## config.mk

```make
export PLATFORM = sky130hd
export DESIGN_NAME = reg_dump_tx
export DESIGN_NICKNAME = d
export VERILOG_FILES = /design/src/rtl/reg_dump_tx.sv
export SDC_FILE = /design/constraint.sdc
export NUM_CORES = 1
export LEC_CHECK = 0
export BUFFER_PORTS_ARGS = -buffer_cell sky130_fd_sc_hd__buf_2
export CAP_MARGIN = 10
export CORE_ASPECT_RATIO = 2
export CORE_MARGIN = 1.5
export CORE_UTILIZATION = 25
export CTS_BUF_LIST = sky130_fd_sc_hd__clkbuf_4
export DETAILED_ROUTE_END_ITERATION = 8
export GPL_ROUTABILITY_DRIVEN = 1
export PLACE_DENSITY_LB_ADDON = 0.1
export SLEW_MARGIN = 30
export SYNTH_ARGS = -nofsm -noshare
export SYNTH_HDL_FRONTEND = slang
export SYNTH_SLANG_ARGS = --single-unit
```

## constraint.sdc

```tcl
create_clock -name clk -period 2.1 [get_ports clk]
set_clock_uncertainty 0.2 [all_clocks]
set_input_delay 0.105 -clock clk [delete_from_list [all_inputs] [get_ports clk]]
set_output_delay 0.105 -clock clk [all_outputs]
set_load 0.005 [all_outputs]
```

## src/rtl/reg_dump_tx.sv

```systemverilog
// Watches x11 for a sentinel value (or a cycle timeout), then halts the CPU and
// streams all 32 register-file words out over a valid/ready port.
module reg_dump_tx #(
  parameter logic [31:0] SENTINEL = 32'h0000C0DE,
  parameter int unsigned TIMEOUT  = 50
) (
  input  logic        clk,
  input  logic        reset,
  input  logic [31:0] watch_data,
  output logic        cpu_halt,
  output logic [4:0]  rd_addr,
  input  logic [31:0] rd_data,
  output logic        dump_valid,
  input  logic        dump_ready,
  output logic [31:0] dump_data,
  output logic [4:0]  dump_idx,
  output logic        dump_last,
  output logic        timed_out,
  output logic        done
);

  typedef enum logic [1:0] {S_WATCH, S_LOAD, S_SEND, S_DONE} state_t;

  localparam logic [15:0] LAST_CYCLE = 16'(TIMEOUT - 1);

  state_t      state;
  logic [15:0] cycle_cnt;

  assign rd_addr = dump_idx;

  always_ff @(posedge clk or posedge reset) begin
    if (reset) begin
      state      <= S_WATCH;
      cycle_cnt  <= '0;
      cpu_halt   <= 1'b0;
      dump_valid <= 1'b0;
      dump_data  <= '0;
      dump_idx   <= '0;
      dump_last  <= 1'b0;
      timed_out  <= 1'b0;
      done       <= 1'b0;
    end else begin
      case (state)
        S_WATCH: begin
          if (cycle_cnt != 16'hFFFF)
            cycle_cnt <= cycle_cnt + 16'd1;
          // Sentinel is tested first so a same-cycle timeout never flags timed_out.
          if (watch_data == SENTINEL) begin
            state     <= S_LOAD;
            cpu_halt  <= 1'b1;
            timed_out <= 1'b0;
          end else if (cycle_cnt == LAST_CYCLE) begin
            state     <= S_LOAD;
            cpu_halt  <= 1'b1;
            timed_out <= 1'b1;
          end
        end
        S_LOAD: begin
          dump_data  <= rd_data;
          dump_valid <= 1'b1;
          dump_last  <= (dump_idx == 5'd31);
          state      <= S_SEND;
        end
        S_SEND: begin
          if (dump_valid && dump_ready) begin
            dump_valid <= 1'b0;
            dump_last  <= 1'b0;
            if (dump_idx == 5'd31) begin
              done  <= 1'b1;
              state <= S_DONE;
            end else begin
              dump_idx <= dump_idx + 5'd1;
              state    <= S_LOAD;
            end
          end
        end
        S_DONE: begin
          dump_valid <= 1'b0;
          done       <= 1'b1;
        end
        default: state <= S_WATCH;
      endcase
    end
  end

endmodule

```

==> impl_metrics.tcl, run 1 <==
set metrics [dict create \
    avgSynthCellArea_sq_um 12.82 \
    synth_fp_nets 291 \
    placedCellCount 467 \
    crit_required_ns 2.19 \
    grt_pass1_wl_mm 10.65 \
    hold_viol 0 \
    slew_viol_final 0 \
    crit_chain "dlygate4sd3_1, buf_2, nor3_1, dlygate4sd3_1, nand3_2, o31ai_4, o21ai_2, mux2i_1" \
    yosys.area.top_type_share_pct 54.74 \
    grtUsageTotal_pct 12.05 \
    syn_area_sq_um 2743 \
    p_sw_uw 489.6 \
    tns_ns 0 \
    sw_frac_of_total_pct 23.29 \
    ys_seq_elements 60 \
    slowest_delay_ns 0.58 \
    critPathKind "in -> reg" \
    antenna_found_initial 1 \
    vias 2312 \
    yosysSeqAreaShare_pct 54.74 \
    layout_setup_ws_ns 0.09629 \
    grt_pass1_vias 2320 \
    synth.distinct_cells 40 \
    arrival_ns 2.09 \
    critPathCaptureType "flop" \
    slew_headroom_pct 72.23 \
    critPathBufInv 3 \
    cts_htree_levels 3 \
    synth.most_common_cell "dfrtp_1" \
    cp_slowest_cell "dlygate4sd3_1" \
    dieWidth_microns 77.06 \
    seqPwrFrac_pct 54.9 \
    crit_top_cell "dlygate4sd3_1" \
    clk_pin_slew_ns 0.09 \
    clockBufferDepth 2 \
    hp-class "in -> reg" \
    rows 54 \
    p_leak_nw 2.187 \
    layout.nets 469 \
    ys_top_cells_by_area "dfrtp_1 55%, mux2_2 14%, ha_1 4.6%" \
    start_kind "primary input" \
    worst_slew_pin_slew_ns 0.4159 \
    insertion_delay_ns 0.40 \
    synthArstFlopShare_pct 100.0 \
    grt_overflow 0 \
    drv_cap 0 \
    cts_tree "done" \
    wl_per_cell_microns 12.69 \
    synth_common_cells "60 x dfrtp_1, 33 x mux2_2, 19 x nand2_1" \
    place.gp.congestion 0.7211 \
    clockPowerShare_pct 37.2 \
    numPortBuffers 113 \
    fin_cells 538 \
    synth_area_leader_cell "dfrtp_1" \
    drt_first_pass_iters 4 \
    period_share_pct 95.41 \
    initial_core_util_pct 25.37 \
    yosys_warnings 0 \
    io_pins 114 \
    cts_root_buf "clkbuf_4" \
    critPathMaxFanout 2 \
    synthFlopType "dfrtp_1" \
    fp.dieH_microns 151.1 \
    grt_max_degree 44 \
    multi_input_area_sq_um 1185 \
    synth_cells 214 \
    wl_mm 6.826 \
    seqCellArea_sq_um 1501 \
    setup-violations-final 0 \
    finalPower_mw 2.102 \
    max_freq_ghz 0.4991 \
    p_int_mw 1.612 \
    postRouteAntennaNets 0 \
    min_period_ns 2.004 \
    cts_sinks 60 \
    areaGrowthSynthToFinish_pct 53.83 \
    synth-edff-count 0 \
    n_fill_cell 1104 \
    avgViaCountPerCell 4.297 \
    combPwrFrac_pct 7.9 \
    drc_errors 0 \
    rsz0062_at_grt "no" \
    cp_top_family "buffers and inverters" \
    pre_cts_slack_ns 0.002466 \
    dieArea_sq_um 11650 \
    cts_made_buffers 9 \
    core_area_sq_um 10810 \
    place_hpwl_mm 4.682 \
    drt_iter0_markers 68 \
    powerDensity_nw_per_um2 498.2 \
    drive_gt1_share_pct 46.10 \
    status "completed" \
    peakVddDrop_uv 193.0 \
]
## per-stage QoR
step           hold WS [ns]  util, %  area, sq um
6_report             0.1070    39.03         4219
5_1_grt              0.1195    39.03         4219
4_1_cts             0.01184    38.68         4182
3_5_place_dp       -0.07900    32.59         3523
3_3_place_gp       -0.07935    32.59         3523
2_1_floorplan       0.05670        -         2743
## layout by cell type, fill, tap and decap left out, drive strengths merged, types with 6 or more instances in the layout
cell         instances
buf                125
dlygate4sd3         53
dfrtp               60
clkbuf               9
mux2                33
nand3                7
ha                  10
nand2               19
xnor2               14
nor4                 6
## worst register-to-register path: stages, from the launching register on
cell and delay, ns:
dfrtp_1 0.43, ha_1 0.20, and3_1 0.19, ha_1 0.24, nor3b_2 0.17, buf_4 0.14
nand4_1 0.12, xnor2_1 0.14
## flip-flops by register name, indices dropped and copies added (netlist names)
signal	flops
cpu_halt	1
dump_idx	5
dump_valid	1
cycle_cnt	16
state	2
done	1
dump_data	32
timed_out	1
dump_last	1
## cells by family after synthesis
kind of cell | after synthesis | share of synthesized area (%)
flip-flops | 60 | 54.74
AO/OA/AOI/OAI | 16 | 4.288
multiplexers | 36 | 14.64
AND/OR/NAND/NOR | 59 | 13.19
adder cells (fa/ha/maj) | 10 | 4.562
XOR/XNOR | 17 | 5.429
buffers and inverters | 16 | 3.148
## worst paths after layout
kind                           startpoint       endpoint  cells after the start  slack (ns)
max                        watch_data[19]       state[0]                      8         0.1
min                        watch_data[14]       state[1]                      5        0.11
max reg2reg                   dump_idx[1]    dump_idx[3]                      7        0.17
min reg2reg                          done           done                      1        0.27
max in group asynchronous           reset   cycle_cnt[0]                      5        0.53
min in group asynchronous           reset  dump_data[31]                      4        0.58
## power groups by stage
stage / clock [mW] / sequential (mW) / combinational [mW]
after CTS: 0.835 / 1.15 / 0.168
after floorplan: 0 / 1.18 / 0.0213
after detailed placement: 0 / 1.18 / 0.0937
final: 0.781 / 1.15 / 0.166
after global routing: 0.878 / 1.15 / 0.185
after global placement: 0 / 1.18 / 0.0928
## layer usage
metal  GRT usage [%]  wire length (microns)  vias up
met2           22.92                   3848       77
met5               0                      0        -
met3           3.494                    321        7
met1           11.66                   2536     1109
met4           6.000                    119        0
li1                -                      -     1119
## layout make-up
class,instances,area share [%]
Sequential cell,60,35.59
Timing Repair Buffer,178,28.71
Multi-Input combinational cell,138,28.08
Tap cell,140,4.152
Clock buffer,9,1.601
Clock inverter,7,1.364
Inverter,5,0.4448
Antenna cell,1,0.05931
## timing repair
item,in CTS,in global routing
endpoints found under the hold margin,100,0
hold buffers,53,0
endpoints found under the setup margin,2,3
pin swaps,0,1
setup buffers,0,1
gates resized for setup,1,5
Power figures use the tool's default switching activity.
==> inputs of run 2 (changes only) <==
--- a/config.mk
+++ b/config.mk
@@ -5,6 +5,7 @@
 export SDC_FILE = /design/constraint.sdc
 export NUM_CORES = 1
 export LEC_CHECK = 0
+export ABC_AREA = 1
 export BUFFER_PORTS_ARGS = -buffer_cell sky130_fd_sc_hd__buf_2
 export CAP_MARGIN = 10
 export CORE_ASPECT_RATIO = 2
==> run 2 against run 1 <==
Compared with the run above: the flow now finishes with violations (hold timing); flip-flop and latch count stayed put; synthesized cell count rose by 70%; first-iteration DRC count is 5.9% higher; fmax grew 1.7%; sequential share of layout area is 1.3 points lower; setup slack improved by 0.033 ns; critical path type unchanged; highest routed layer unchanged.
==> impl_metrics.tcl, run 2 <==
set metrics [dict create \
    final_common_cell "nand2_1" \
    layout.nets 611 \
    reg2reg_from "dump_idx[0]" \
    hold_ws_ns -0.01834 \
    postRouteAntennaNets 0 \
    critPathBufInv 3 \
    synth_area_leader_cell "dfrtp_1" \
    numPortBuffers 113 \
    synthFlopType "dfrtp_1" \
    cts_tree "done" \
    min_period_ns 1.970 \
    drv_cap 0 \
    synth-compound-area-share_pct 3.955 \
    avgViaCountPerCell 4.192 \
    vias 2863 \
    yosys.area.top_type_share_pct 50.48 \
    peakVddDrop_uv 365.2 \
    max_flop_register "dump_data" \
    hold_end "timed_out" \
    synthArstFlopShare_pct 100.0 \
    drc_errors 0 \
    hp-class "in -> reg" \
    tns_ns 0 \
    fin_area_sq_um 4378 \
    avgSynthCellArea_sq_um 8.193 \
    insertion_delay_ns 0.41 \
    status "finished, violations left" \
    cts_root_buf "clkbuf_4" \
    dieArea_sq_um 12600 \
    largest_register_ff_count 32 \
    clk_pin_slew_ns 0.10 \
    rows 56 \
    cp_top_family "buffers and inverters" \
    setup-violations-final 0 \
    synth-edff-count 0 \
    period_share_pct 93.83 \
    synth_top_family_by_area "simple AND/OR/NAND/NOR gates" \
    critPathCaptureType "flop" \
    fin_util_pct 37.64 \
    synth_fp_nets 440 \
    largest_registers "dump_data (32), cycle_cnt (16), dump_idx (5)" \
    crit_required_ns 2.20 \
    clockBufferDepth 2 \
    p_leak_nw 2.125 \
    grt_overflow 0 \
    slew_viol_final 0 \
    multi_input_area_sq_um 1270 \
    violations "hold timing" \
    ys_seq_elements 60 \
    synth-xor-area-share_pct 4.417 \
    place.gp.congestion 0.8452 \
    ys_top_cells_by_area "dfrtp_1 50%, nand2_1 19%, inv_1 4.3%" \
    min_from "watch_data[17]" \
    synth_simple_gate_area_share_pct 29.62 \
    grtUsageTotal_pct 14.80 \
    core_area_sq_um 11630 \
    worst_slew_pin_slew_ns 0.3667 \
    slowest_delay_ns 0.55 \
    drive_gt1_share_pct 27.37 \
    arrival_ns 2.07 \
    wl_mm 8.563 \
    r2r_cells 9 \
    hold_viol 1 \
    yosys.area_share.adder_pct 4.207 \
    fp.dieH_microns 157.3 \
    wl_per_cell_microns 12.54 \
    r2r_end "dump_idx[3]" \
    dieWidth_microns 80.13 \
    synth.distinct_cells 28 \
    syn_area_sq_um 2974 \
    seqCellArea_sq_um 1501 \
    hold_path_depth 7 \
    powerDensity_nw_per_um2 523.6 \
    critPathKind "in -> reg" \
    place_hpwl_mm 6.018 \
    critPathMaxFanout 3 \
    cts_made_buffers 9 \
    synth.most_common_cell "nand2_1" \
    dpl_cell_area_sq_um 3677 \
    cts_sinks 60 \
    drt_iter0_markers 72 \
    cp_slowest_cell "dlygate4sd3_1" \
    io_pins 114 \
    n_fill_cell 1269 \
    synth_common_cells "148 x nand2_1, 60 x dfrtp_1, 34 x inv_1" \
    final_cell_mix "146 x nand2_1, 113 x buf_2, 60 x dfrtp_1, 57 x dlygate4sd3_1, 33 x inv_1" \
    max_freq_ghz 0.5075 \
    yosys_warnings 0 \
    grt_pass1_wl_mm 13.94 \
    start_kind "primary input" \
    ff2ff_setup_slack_ns 0.21 \
    grt_max_degree 61 \
    initial_core_util_pct 25.57 \
    synth_mux_area_share_pct 0 \
    yosysSeqAreaShare_pct 50.48 \
    drt_first_pass_iters 4 \
    grt_pass1_vias 3031 \
    slew_headroom_pct 75.36 \
    areaGrowthSynthToFinish_pct 47.20 \
    crit_chain "dlygate4sd3_1, buf_2, nor2_1, dlygate4sd3_1, nand2_1, nor2_1, nand2_1, nor2_2, nand2_2, nand3_2, nand2_2, nand2_1, nand2_1" \
    crit_top_cell "nand2_1" \
    synth_cells 363 \
    antenna_found_initial 1 \
    cts_htree_levels 3 \
]
-- run 2: cell types whose count changed after synthesis, sizes merged, moves of 8 or more --
cell   change
nand2    +132
xor2       +9
inv       +30
xnor2     -11
mux2      -33
nor2      +31
o21ai      +8
-- run 2: worst min-delay path: stages --
cell,delay [ns]
buf_2,0.08
nor2_1,0.03
nand2_1,0.05
nor2_1,0.03
nand2_1,0.06
nor2_2,0.05
a21oi_1,0.13
-- run 2: final cells by class --
cell class                 instances  area share (%)
timing repair buffer             174           26.92
tap                              145           4.144
clock inverter                     5           1.029
antenna                            1         0.05716
multi-input combinational        254           29.01
sequential                        60           34.30
inverter                          35           3.001
clock buffer                       9           1.543
-- run 2: power breakdown --
group,switching [mW],total (mW),internal (mW)
Clock,0.430,0.766,0.335
Combinational,0.154,0.329,0.175
Sequential,0.0208,1.20,1.18
Total,0.606,2.29,1.69
-- run 2: routing by layer --
layer,track usage (%),part of all wire (%),up-vias
li1,-,-,1455
met1,14.06,36,1310
met2,27.97,56,83
met3,4.290,4.8,15
met4,7.143,3.1,0
met5,0,0,-
-- run 2: kinds of logic after synthesis --
| family | Yosys count |
|---|---|
| fa+ha+maj | 10 |
| flops | 60 |
| compound gates | 18 |
| simple gates | 211 |
| buf+inv | 49 |
| xor+xnor | 15 |
-- run 2: per-stage QoR --
step                setup WS, ns  std cells  total power, mW
finish                    0.1296        683            2.292
global route            -0.01345        683            2.431
CTS                      0.05360        687            2.332
detailed placement        0.2017        611            1.457
global placement          0.2535        611            1.454
floorplan                 0.3103        363            1.351
-- run 2: worst max path at each step --
stage | startpoint | to | slack, ns | cells after the start
6_report | watch_data[10] | state[0] | 0.13 | 13
5_1_grt | watch_data[10] | state[1] | -0.01 | 13
4_1_cts | watch_data[18] | state[0] | 0.05 | 13
3_5_place_dp | dump_idx[0] | dump_idx[3] | 0.20 | 9
3_3_place_gp | dump_idx[0] | dump_idx[3] | 0.25 | 9
2_1_floorplan | reset | cpu_halt | 0.31 | 1
-- run 2: what timing repair did --
| item | CTS | global route |
|---|---|---|
| setup buffers | 0 | 0 |
| endpoints found under the setup margin | 0 | 2 |
| hold buffers | 62 | 0 |
| hold endpoints to repair | 99 | 0 |
| resized for setup | 0 | 5 |
==> inputs of run 3 (changes only) <==
--- a/config.mk
+++ b/config.mk
@@ -6,13 +6,16 @@
 export NUM_CORES = 1
 export LEC_CHECK = 0
 export ABC_AREA = 1
-export BUFFER_PORTS_ARGS = -buffer_cell sky130_fd_sc_hd__buf_2
 export CAP_MARGIN = 10
+export CELL_PAD_IN_SITES_DETAIL_PLACEMENT = 0
+export CELL_PAD_IN_SITES_GLOBAL_PLACEMENT = 1
 export CORE_ASPECT_RATIO = 2
 export CORE_MARGIN = 1.5
 export CORE_UTILIZATION = 25
 export CTS_BUF_LIST = sky130_fd_sc_hd__clkbuf_4
+export CTS_CLUSTER_DIAMETER = 200
 export DETAILED_ROUTE_END_ITERATION = 8
+export DONT_BUFFER_PORTS = 1
 export GPL_ROUTABILITY_DRIVEN = 1
 export PLACE_DENSITY_LB_ADDON = 0.1
 export SLEW_MARGIN = 30
==> run 3 against run 2 <==
Compared with the run above: the run now ends clean; critical path type unchanged; combinational power down 16%; fmax grew 0.78%; worst hold slack improved by 0.16 ns; die area did not move; highest routed layer unchanged; sequential power is essentially flat; critical path depth down 1.
==> impl_metrics.tcl, run 3 (synthesis gave the netlist of run 2 again) <==
set metrics [dict create \
    antenna_found_initial 1 \
    hp-class "in -> reg" \
    drc_errors 0 \
    cp_top_family "buffers and inverters" \
    sw_frac_of_total_pct 25.51 \
    worst_slew_pin_slew_ns 0.4808 \
    post_cts_buffers 0 \
    cts_sinks 60 \
    clockBufferDepth 2 \
    critPathKind "in -> reg" \
    hold_ws_ns 0.1429 \
    cp_slowest_cell "dlygate4sd3_1" \
    final_common_cell "nand2_1" \
    slowest_delay_ns 0.56 \
    largest_register_ff_count 32 \
    drt_iter0_markers 75 \
    wl_mm 8.450 \
    cts_tree "done" \
    p_int_mw 1.780 \
    setup-violations-final 0 \
    p_sw_uw 609.6 \
    min_from "rd_data[18]" \
    period_share_pct 93.10 \
    layout.nets 507 \
    io_pins 114 \
    placedCellCount 501 \
    reg2reg_from "dump_idx[1]" \
    drv_cap 0 \
    n_fill_cell 1255 \
    avgViaCountPerCell 4.367 \
    critPathMaxFanout 3 \
    dieWidth_microns 80.13 \
    max_flop_register "dump_data" \
    grt_pass1_vias 2671 \
    r2r_end "dump_idx[3]" \
    pre_cts_slack_ns 0.2154 \
    clockPowerShare_pct 38.3 \
    min_period_ns 1.955 \
    grtUsageTotal_pct 14.68 \
    grt_overflow 0 \
    tns_ns 0 \
    initial_core_util_pct 25.57 \
    core_area_sq_um 11630 \
    slew_headroom_pct 67.65 \
    areaGrowthSynthToFinish_pct 32.14 \
    crit_required_ns 2.19 \
    vias 2533 \
    cts_htree_levels 3 \
    hold_path_depth 3 \
    place_hpwl_mm 5.921 \
    critPathCaptureType "flop" \
    powerDensity_nw_per_um2 608.1 \
    r2r_cells 9 \
    cts_made_buffers 9 \
    largest_registers "dump_data (32), cycle_cnt (16), dump_idx (5)" \
    place.gp.congestion 0.7961 \
    postRouteAntennaNets 0 \
    hold_end "dump_data[18]" \
    top_layer_used "met4" \
    peakVddDrop_uv 290.5 \
    rsz0062_at_grt "no" \
    p_leak_nw 1.776 \
    wl_met1_mm 2.905 \
    numPortBuffers 0 \
    crit_top_cell "nand2_1" \
    dieArea_sq_um 12600 \
    crit_chain "dlygate4sd3_1, nor2_1, dlygate4sd3_1, nand2_1, nor2_1, nand2_1, nor2_4, nand2_1, nand3_2, nand2_1, nand2_1, nand2_1" \
    critPathBufInv 2 \
    seqPwrFrac_pct 50.1 \
    ff2ff_setup_slack_ns 0.23 \
    final_cell_mix "148 x nand2_1, 63 x dlygate4sd3_1, 60 x dfrtp_1, 33 x inv_1, 28 x nor2_1" \
    status "completed" \
    fp.dieH_microns 157.3 \
    drt_first_pass_iters 4 \
    rows 56 \
    grt_max_degree 61 \
    slew_viol_final 0 \
    wl_met3_microns 376 \
    wl_met2_mm 4.886 \
    fin_cells 580 \
    arrival_ns 2.05 \
    combPwrFrac_pct 11.6 \
    max_freq_ghz 0.5115 \
    clk_pin_slew_ns 0.12 \
    wl_per_cell_microns 14.57 \
    insertion_delay_ns 0.40 \
    dpl_cell_area_sq_um 3134 \
    fin_area_sq_um 3930 \
    start_kind "primary input" \
    hold_viol 0 \
    drive_gt1_share_pct 8.756 \
    layout_setup_ws_ns 0.1448 \
    grt_pass1_wl_mm 13.54 \
    cts_root_buf "clkbuf_4" \
]
-- run 3: cell types whose count changed in the layout (fill, tap and decap cells not counted), moves of 2 or more --
cell	delta
clkinv_1	-2
buf_2	-113
nand2_2	-2
nand2_1	+2
dlygate4sd3_1	+6
buf_4	+3
-- run 3: power groups by stage --
stage | logic (mW) | registers [mW] | clock network (mW)
final | 0.276 | 1.20 | 0.916
after global routing | 0.316 | 1.20 | 1.01
after CTS | 0.276 | 1.20 | 0.959
after detailed placement | 0.183 | 1.22 | 0
after global placement | 0.185 | 1.22 | 0
after floorplan | 0.137 | 1.21 | 0
-- run 3: area by class of cell --
| type | count | area, sq um | share of cell area (%) |
|---|---|---|---|
| tap | 145 | 181.4 | 4.616 |
| clock buffer | 9 | 67.56 | 1.719 |
| inverter | 35 | 131.4 | 3.343 |
| sequential | 60 | 1501 | 38.20 |
| multi-input combinational | 254 | 1270 | 32.31 |
| timing repair buffer | 70 | 695.7 | 17.70 |
| antenna | 1 | 2.502 | 0.06367 |
| clock inverter | 6 | 80.08 | 2.038 |
-- run 3: worst max path at each step --
stage	from	to	slack [ns]	cells past startpoint
2_1_floorplan	reset	cpu_halt	0.31	1
3_3_place_gp	dump_idx[1]	dump_idx[3]	0.23	9
3_5_place_dp	cycle_cnt[0]	cycle_cnt[12]	0.22	10
4_1_cts	watch_data[10]	state[1]	0.07	12
5_1_grt	watch_data[10]	state[0]	0.03	12
6_report	watch_data[12]	state[1]	0.14	12
-- run 3: repair_timing --
action / CTS / global route
resized for setup: 0 / 4
endpoints found under the setup margin: 0 / 2
hold buffers: 63 / 0
endpoints found under the hold margin: 103 / 0
-- run 3: metal layers --
metal	global-route usage [%]	vias to the layer above
met3	4.406	16
met5	0	-
met2	28.01	77
met4	6.568	0
met1	13.82	1193
li1	-	1247
-- run 3: worst register-to-register path, stage by stage, from the launching register on --
cell	delay [ns]
dfrtp_1	0.46
ha_1	0.20
inv_1	0.06
nor2_1	0.04
ha_1	0.21
nor2_1	0.11
nand2_1	0.13
inv_1	0.12
nand4_1	0.10
xnor2_1	0.14
-- run 3: stage by stage --
stage	total power [mW]	util (%)
finish	2.390	33.79
floorplan	1.351	-
detailed placement	1.404	26.95
global route	2.528	33.79
global placement	1.406	26.95
CTS	2.433	33.64
